<file path="config.mk">
export PLATFORM = sky130hd
export DESIGN_NAME = fault_confinement_ctrl
export DESIGN_NICKNAME = d
export VERILOG_FILES = /design/src/rtl/fault_confinement_ctrl.sv
export SDC_FILE = /design/constraint.sdc
export NUM_CORES = 1
export LEC_CHECK = 0
export CELL_PAD_IN_SITES_DETAIL_PLACEMENT = 1
export CELL_PAD_IN_SITES_GLOBAL_PLACEMENT = 1
export CORE_MARGIN = 10
export CORE_UTILIZATION = 32
export DETAILED_ROUTE_END_ITERATION = 16
export PLACE_DENSITY_LB_ADDON = 0.1
export SLEW_MARGIN = 10
export SYNTH_ARGS = -nofsm -noshare
export SYNTH_HDL_FRONTEND = slang
export SYNTH_SLANG_ARGS = --single-unit
</file>
<file path="constraint.sdc">
create_clock -name clock -period 3.9 [get_ports clock]
set_input_delay 0.585 -clock clock [delete_from_list [all_inputs] [get_ports clock]]
set_output_delay 0.585 -clock clock [all_outputs]
set_load 0.01 [all_outputs]
</file>
<file path="src/rtl/fault_confinement_ctrl.sv">
// -----------------------------------------------------------------------------
// fault_confinement_ctrl
//
// Fault-confinement controller for a CAN-style node. It watches error and
// success pulses from the transmit and receive paths, issues single-cycle
// command pulses to an external error-counter block, tracks the confinement
// state (ACTIVE / PASSIVE / BUS_OFF / RECOVER) from the counter values that
// block reports back, and runs the bus-off recovery sequence by counting bus
// idle occurrences (runs of IDLE_BITS recessive sample points).
//
// Build option:
//   FC_AUTO_RECOVERY_EN  defined   -> recovery is armed as soon as BUS_OFF is
//                                     entered; recover_req is ignored.
//                        undefined -> recovery is armed only by a recover_req
//                                     pulse while in BUS_OFF (default).
//
// Parameters:
//   IDLE_BITS             consecutive recessive bits forming one idle occurrence
//   RECOVERY_OCCURRENCES  idle occurrences required to leave BUS_OFF
//
// Ports:
//   clock             in   sole clock, rising edge
//   reset             in   asynchronous, active-high reset
//   enable            in   synchronous enable; low holds the block in reset state
//   bit_tick          in   one-cycle sample-point strobe
//   rx_bit            in   sampled bus level, 1 = recessive
//   tx_error          in   error pulse while transmitter
//   rx_error          in   error pulse while receiver
//   rx_error_primary  in   qualifies rx_error as primary (severe)
//   tx_success        in   transmit frame-success pulse
//   rx_success        in   receive frame-success pulse
//   recover_req       in   host request to start bus-off recovery
//   tec[8:0]          in   transmit error count from the counter block
//   rec[7:0]          in   receive error count from the counter block
//   tec_inc8          out  TEC += 8 command pulse
//   tec_dec           out  TEC -= 1 command pulse
//   rec_inc1          out  REC += 1 command pulse
//   rec_inc8          out  REC += 8 command pulse
//   rec_dec           out  REC -= 1 command pulse
//   counters_clear    out  one-cycle pulse zeroing both counters
//   state[1:0]        out  00 ACTIVE, 01 PASSIVE, 10 BUS_OFF, 11 RECOVER
//   error_active      out  state decode
//   error_passive     out  state decode
//   bus_off           out  state decode (RECOVER also decodes as bus_off)
//   tx_inhibit        out  high in BUS_OFF and RECOVER
//   recovery_count    out  idle occurrences seen in the current recovery
// -----------------------------------------------------------------------------
module fault_confinement_ctrl #(
    parameter int IDLE_BITS            = 11,
    parameter int RECOVERY_OCCURRENCES = 128
) (
    input  logic       clock,
    input  logic       reset,
    input  logic       enable,
    input  logic       bit_tick,
    input  logic       rx_bit,
    input  logic       tx_error,
    input  logic       rx_error,
    input  logic       rx_error_primary,
    input  logic       tx_success,
    input  logic       rx_success,
    input  logic       recover_req,
    input  logic [8:0] tec,
    input  logic [7:0] rec,
    output logic       tec_inc8,
    output logic       tec_dec,
    output logic       rec_inc1,
    output logic       rec_inc8,
    output logic       rec_dec,
    output logic       counters_clear,
    output logic [1:0] state,
    output logic       error_active,
    output logic       error_passive,
    output logic       bus_off,
    output logic       tx_inhibit,
    output logic [7:0] recovery_count
);

    localparam logic [1:0] ST_ACTIVE  = 2'b00;
    localparam logic [1:0] ST_PASSIVE = 2'b01;
    localparam logic [1:0] ST_BUS_OFF = 2'b10;
    localparam logic [1:0] ST_RECOVER = 2'b11;

    localparam int IDLE_W = $clog2(IDLE_BITS + 1);

    logic [1:0]        state_q;
    logic [1:0]        state_nxt;
    logic [IDLE_W-1:0] idle_cnt;
    logic              armed;
    logic              recovery_done;
    logic              cmd_allowed;
    logic              count_tick;

    // Counter commands are only meaningful while the node takes part in bus
    // traffic; BUS_OFF and RECOVER swallow every error/success pulse.
    assign cmd_allowed   = enable && ((state_q == ST_ACTIVE) || (state_q == ST_PASSIVE));
    assign recovery_done = (recovery_count >= 8'(RECOVERY_OCCURRENCES));

    // Idle bits are counted only while armed in BUS_OFF. The count freezes once
    // enough occurrences are collected so it cannot overshoot while the state
    // machine moves on to RECOVER.
    assign count_tick = (state_q == ST_BUS_OFF) && armed && bit_tick && !recovery_done;

`ifdef FC_AUTO_RECOVERY_EN
    // Recovery starts the moment BUS_OFF is entered; the host request has no
    // function in this build.
    logic unused_recover_req;
    assign unused_recover_req = recover_req;
    assign armed              = (state_q == ST_BUS_OFF);
`else
    logic armed_q;

    // The arm flag only survives inside BUS_OFF, so a request that arrives in
    // any other state (or before the node went bus-off) is discarded.
    always_ff @(posedge clock or posedge reset) begin
        if (reset) begin
            armed_q <= 1'b0;
        end else if (!enable || (state_q != ST_BUS_OFF)) begin
            armed_q <= 1'b0;
        end else if (recover_req) begin
            armed_q <= 1'b1;
        end
    end

    assign armed = armed_q;
`endif

    // ---------------------------------------------------------------------
    // State register
    // ---------------------------------------------------------------------
    always_ff @(posedge clock or posedge reset) begin
        if (reset) begin
            state_q <= ST_ACTIVE;
        end else begin
            state_q <= state_nxt;
        end
    end

    // ---------------------------------------------------------------------
    // Next-state logic
    // ---------------------------------------------------------------------
    always_comb begin
        state_nxt = state_q;
        if (!enable) begin
            state_nxt = ST_ACTIVE;
        end else begin
            case (state_q)
                ST_ACTIVE, ST_PASSIVE: begin
                    // Bus-off threshold is tested first so that a jump straight
                    // past 255 never lingers in PASSIVE.
                    if (tec >= 9'd256) begin
                        state_nxt = ST_BUS_OFF;
                    end else if ((tec >= 9'd128) || (rec >= 8'd128)) begin
                        state_nxt = ST_PASSIVE;
                    end else begin
                        state_nxt = ST_ACTIVE;
                    end
                end
                ST_BUS_OFF: begin
                    if (recovery_done) begin
                        state_nxt = ST_RECOVER;
                    end
                end
                ST_RECOVER: begin
                    state_nxt = ST_ACTIVE;
                end
                default: begin
                    state_nxt = ST_ACTIVE;
                end
            endcase
        end
    end

    // ---------------------------------------------------------------------
    // Output decode
    // ---------------------------------------------------------------------
    always_comb begin
        error_active   = 1'b0;
        error_passive  = 1'b0;
        bus_off        = 1'b0;
        tx_inhibit     = 1'b0;
        counters_clear = 1'b0;
        case (state_q)
            ST_ACTIVE: begin
                error_active = 1'b1;
            end
            ST_PASSIVE: begin
                error_passive = 1'b1;
            end
            ST_BUS_OFF: begin
                bus_off    = 1'b1;
                tx_inhibit = 1'b1;
            end
            ST_RECOVER: begin
                // RECOVER lasts exactly one cycle, so the clear is a single
                // pulse. An asynchronous reset during recovery drops state_q to
                // ACTIVE and the pulse never appears.
                bus_off        = 1'b1;
                tx_inhibit     = 1'b1;
                counters_clear = 1'b1;
            end
            default: begin
                error_active = 1'b0;
            end
        endcase
    end

    assign state = state_q;

    // ---------------------------------------------------------------------
    // Recovery counters: idle-bit run length and idle occurrences
    // ---------------------------------------------------------------------
    always_ff @(posedge clock or posedge reset) begin
        if (reset) begin
            idle_cnt       <= '0;
            recovery_count <= '0;
        end else if (!enable || (state_q == ST_RECOVER)) begin
            idle_cnt       <= '0;
            recovery_count <= '0;
        end else if (count_tick) begin
            if (!rx_bit) begin
                // A dominant bit breaks the run; a partial run is not credited.
                idle_cnt <= '0;
            end else if (idle_cnt == IDLE_W'(IDLE_BITS - 1)) begin
                // This tick completes an occurrence: credit it and start the
                // next run from zero in the same cycle.
                idle_cnt       <= '0;
                recovery_count <= recovery_count + 8'd1;
            end else begin
                idle_cnt <= idle_cnt + IDLE_W'(1);
            end
        end
    end

    // ---------------------------------------------------------------------
    // Registered counter commands (one cycle after the causing pulse)
    // ---------------------------------------------------------------------
    always_ff @(posedge clock or posedge reset) begin
        if (reset) begin
            tec_inc8 <= 1'b0;
            tec_dec  <= 1'b0;
            rec_inc1 <= 1'b0;
            rec_inc8 <= 1'b0;
            rec_dec  <= 1'b0;
        end else begin
            // On each counter an error in the same cycle as a success wins and
            // the success is dropped; the tx and rx paths do not interact.
            tec_inc8 <= cmd_allowed && tx_error;
            tec_dec  <= cmd_allowed && tx_success && !tx_error;
            rec_inc1 <= cmd_allowed && rx_error && !rx_error_primary;
            rec_inc8 <= cmd_allowed && rx_error && rx_error_primary;
            rec_dec  <= cmd_allowed && rx_success && !rx_error;
        end
    end

endmodule

</file>
# Word level (Yosys, flattened, before mapping)

Cells that the tools add are included.

Output and inout port bits: 20
Word-level logic and storage cells: 69
Register bits after elaboration: 20

$lt $le $gt $ge: 4
Reduce and logical (&&, ||, !) cells: 29
Equal/unequal tests: 6
Multiplexer cells: 19
$add $sub $neg: 2

Operator list:

| operator              | count |
|---|---|
| $mux W8               | 4 |
| $ge A8 B8 Y1 const B  | 2 |
| $mux W4               | 4 |
| $logic_and A1 B1 Y1   | 12 |
| $ge A9 B8 Y1 const B  | 1 |
| $ge A9 B9 Y1 const B  | 1 |
| $add A8 B1 Y8 const B | 1 |
| $reduce_bool A2 Y1    | 4 |
| $mux W1               | 7 |
| $mux W2               | 3 |
| $pmux W2 S3           | 1 |
| $logic_not A1 Y1      | 5 |
| $add A4 B1 Y4 const B | 1 |
| $eq A2 B2 Y1 const B  | 2 |
| $eq A4 B4 Y1 const B  | 1 |
| $logic_or A1 B1 Y1    | 4 |
| $reduce_or A2 Y1      | 2 |
| $ne A3 B3 Y1 const B  | 1 |
| $reduce_and A3 Y1     | 1 |
| $eq A2 B1 Y1 const B  | 1 |
| $logic_not A2 Y1      | 1 |
| $ne A2 B2 Y1 const B  | 1 |

# Depth between registers and ports, before layout

Depth after elaboration: 6
Mapped depth: 6

# Worst setup path before layout

No wires, ideal clock.

Path kind: register to output
Start: register state_q[1], in the netlist state[1]
End: output port tx_inhibit
Slack: 2389 ps
Arrival time: 926 ps
Buffers on the path: 3
Stages on the path, launching flop included: 4
Cell sequence: dfrtp_1 > buf_2 > clkbuf_1 > buf_4

Word-level cells in the longest chain between the ends: 3

RTL lines:

| element                        | RTL line | source |
|---|---|---|
| from (decl)                    | 86       | `logic [1:0] state_q;` |
| from (signal assigned)         | 135      | `state_q <= state_nxt;` |
| $eq A2 B2 Y1                   | -        |  |
| $reduce_or A2 Y1 (no line) (*) | -        |  |
| $mux W1 (*)                    | -        |  |
| to (decl)                      | 75       | `output logic tx_inhibit,` |

Mark *: on every way between the ends. The rest lies on a longest branch, timed or not.

# Worst setup path after layout

Start: register state_q[1], in the netlist state[1]
End: output port counters_clear

Word-level cells in the longest chain between the ends: 2

RTL lines:

| element      | RTL line | source |
|---|---|---|
| $eq A2 B2 Y1 | 183      | `case (state_q)` |
| $mux W1      | 183      |  |
| to (decl)    | 70       | `output logic counters_clear,` |

No other way between the ends.

==> flow_summary.json <==
{
  "end_kind": "primary output",
  "drc": 0,
  "post_cts_resized": 0,
  "synth_edf_count": 0,
  "hold_viol": 0,
  "critical_path_required_ns": 3.31,
  "cts_setup_buffers": 0,
  "rsz0062_at_grt": "false",
  "netlist-cell-type-count": 38,
  "synth_area_per_cell_um2": 9.73,
  "cts.hold.buffers_added": 0,
  "setup_viol": 0,
  "fin_nets": 173,
  "status": "finished, final reports clean",
  "min_path_type": "reg2reg",
  "grt_pass1_vias": 999,
  "met3_length_um": 118,
  "port_buffers": 33,
  "async_flop_share_pct": 100,
  "ir_drop_mv": 0.160,
  "power_density_mw_per_mm2": 305,
  "path_clk_slew_ns": 0.13,
  "cts_tree": "built",
  "setup_tns_ns": 0,
  "top_layer": "met4",
  "rows": 20,
  "grtUsageTotal_pct": 10.2,
  "ys.flop_type": "dfrtp_1",
  "power.leakage_nw": 0.602,
  "cts.sinks": 20,
  "holdWs_ns": 0.574,
  "globalplace.congestion": 0.773,
  "ctsLongestPathBuffers": 2,
  "vias_per_cell": 5.02,
  "drtPass1Iterations": 4,
  "skew_ns": 0.00960,
  "min_period_ns": 2.27,
  "drt_iter0_markers": 33,
  "dp_hpwl_um": 2350,
  "path_max_fanout": 15,
  "arrival_ns": 1.68,
  "tightest_slew_ns": 0.787,
  "avgRoutedWirePerCell_um": 16.2,
  "fp.dieH_um": 77.0,
  "synth_top_area_share_pct": 48.1,
  "ant_nets": 0,
  "synth_common_cells": "dfrtp_1 (20), nand2_1 (10), nor2_1 (10)",
  "final_max_slew_viol_count": 0,
  "worstSetupPathType": "reg2out",
  "fp.dieW_um": 77.0,
  "max-cap-violations": 0,
  "syn_inst": 107,
  "ios": 48,
  "wl_met1_um": 1270,
  "grt_max_degree": 21,
  "cts_inserted_buffers": 3,
  "dr_total_vias": 923,
  "met2_length_um": 1540,
  "n_antenna_cell": 0,
  "antenna_found_initial": 0,
  "clock_latency_ns": 0.31,
  "core_mm2": 0.00308,
  "ys_top_cells_by_area": "dfrtp_1 (48%), ha_1 (4.8%), nand2_1 (3.6%), nor2_1 (3.6%), nand3_1 (2.9%)",
  "ys_seq_area_share_pct": 48.1,
  "max_freq_mhz": 441,
  "fin_crit_sh_pct": 58.1,
  "root_buffer": "clkbuf_4",
  "report.power.total_mw": 0.446,
  "start_util_pct": 33.8,
  "area_growth_pct": 40.1,
  "layout-drive-gt1-share_pct": 5.00,
  "netlist.top_cell.by_area": "dfrtp_1",
  "syn_area_mm2": 0.00104,
  "syn_nets": 139,
  "grt_overflow": 0,
  "slew_headroom_pct": 47.5,
  "crit_path_start_kind": "register",
  "synth-seq-cells": 20,
  "htreeDepth": 1,
  "grt_pass1_wl_um": 4950,
  "yosysWarnings": 0,
  "wirelength_um": 2970,
  "yosysMostFrequentCell": "dfrtp_1",
  "die_area_mm2": 0.00593
}
-- critical path: stages, from the launching register on --
cell             delay (ns)
dfrtp_1                0.63
and2_1                 0.20
clkdlybuf4s50_1        0.54
-- worst paths after layout --
check / slack (ns) / cells past startpoint / end / from
max: 1.63 / 2 / counters_clear / state[1]
min: 0.57 / 2 / idle_cnt[1] / idle_cnt[1]
max reg2reg: 2.05 / 6 / recovery_count[6] / idle_cnt[0]
min reg2reg: 0.57 / 2 / idle_cnt[1] / idle_cnt[1]
max in group asynchronous: 2.69 / 2 / recovery_count[2] / reset
min in group asynchronous: 0.71 / 2 / rec_inc1 / reset
-- placed cells by master, fill, tap and decap left out, types with 3 or more instances in the layout --
cell             synthesis  layout
inv_1                    5       5
nor2b_1                  3       3
and3b_1                  3       3
nand2_1                 10      10
ha_1                     4       4
clkbuf_4                 0       3
dfrtp_1                 20      20
or4_1                    3       3
o31ai_1                  3       3
and2_1                   3       3
nor2_1                  10      10
clkdlybuf4s50_1          0      33
o21ai_0                  6       6
nand3_1                  6       6
-- flip-flops by register name, summed over array words and instances, names as in the netlist --
register        flops
recovery_count      8
idle_cnt            4
state               2
armed               1
rec_dec             1
rec_inc1            1
rec_inc8            1
tec_dec             1
tec_inc8            1
-- area by class of cell --
class	instances	area, um^2
repair buffers	33	330
inverters	5	18.8
flip-flops and latches	20	500
well taps	44	55.1
clock inverters	1	30.0
fillers	357	1620
clock buffers	3	22.5
multi-input cells	78	502
-- cells by family after synthesis --
logic type               synth area share (%)
buffers and inverters                    3.73
adder cells (fa/ha/maj)                  4.81
AO/OA/AOI/OAI                            13.6
AND/OR/NAND/NOR                          27.3
flip-flops                               48.1
XOR/XNOR                                 2.52
-- metrics by stage --
step / cell area, um^2 / util [%] / setup WS [ns] / std cells
finish: 1460 / 47.4 / 1.63 / 184
global route: 1460 / 47.4 / 1.51 / 184
CTS: 1460 / 47.4 / 1.64 / 184
detailed placement: 1410 / 45.7 / 1.48 / 180
global placement: 1410 / 45.7 / 1.52 / 180
floorplan: 1040 / - / 2.26 / 107
-- power breakdown --
group          leakage (nW)  switching, mW  total [mW]  internal (mW)
logic                 0.299         0.0253      0.0551         0.0299
registers             0.275        0.00552       0.217          0.211
clock network        0.0279         0.0698       0.174          0.104
total                 0.602          0.101       0.446          0.345
-- layer usage --
metal  track usage, %  up-vias
met4             4.38        0
met5                0        -
li1                 -      444
met1             11.9      459
met3             2.91        5
met2             16.9       15
No activity file was read; power rests on OpenSTA's default activity.
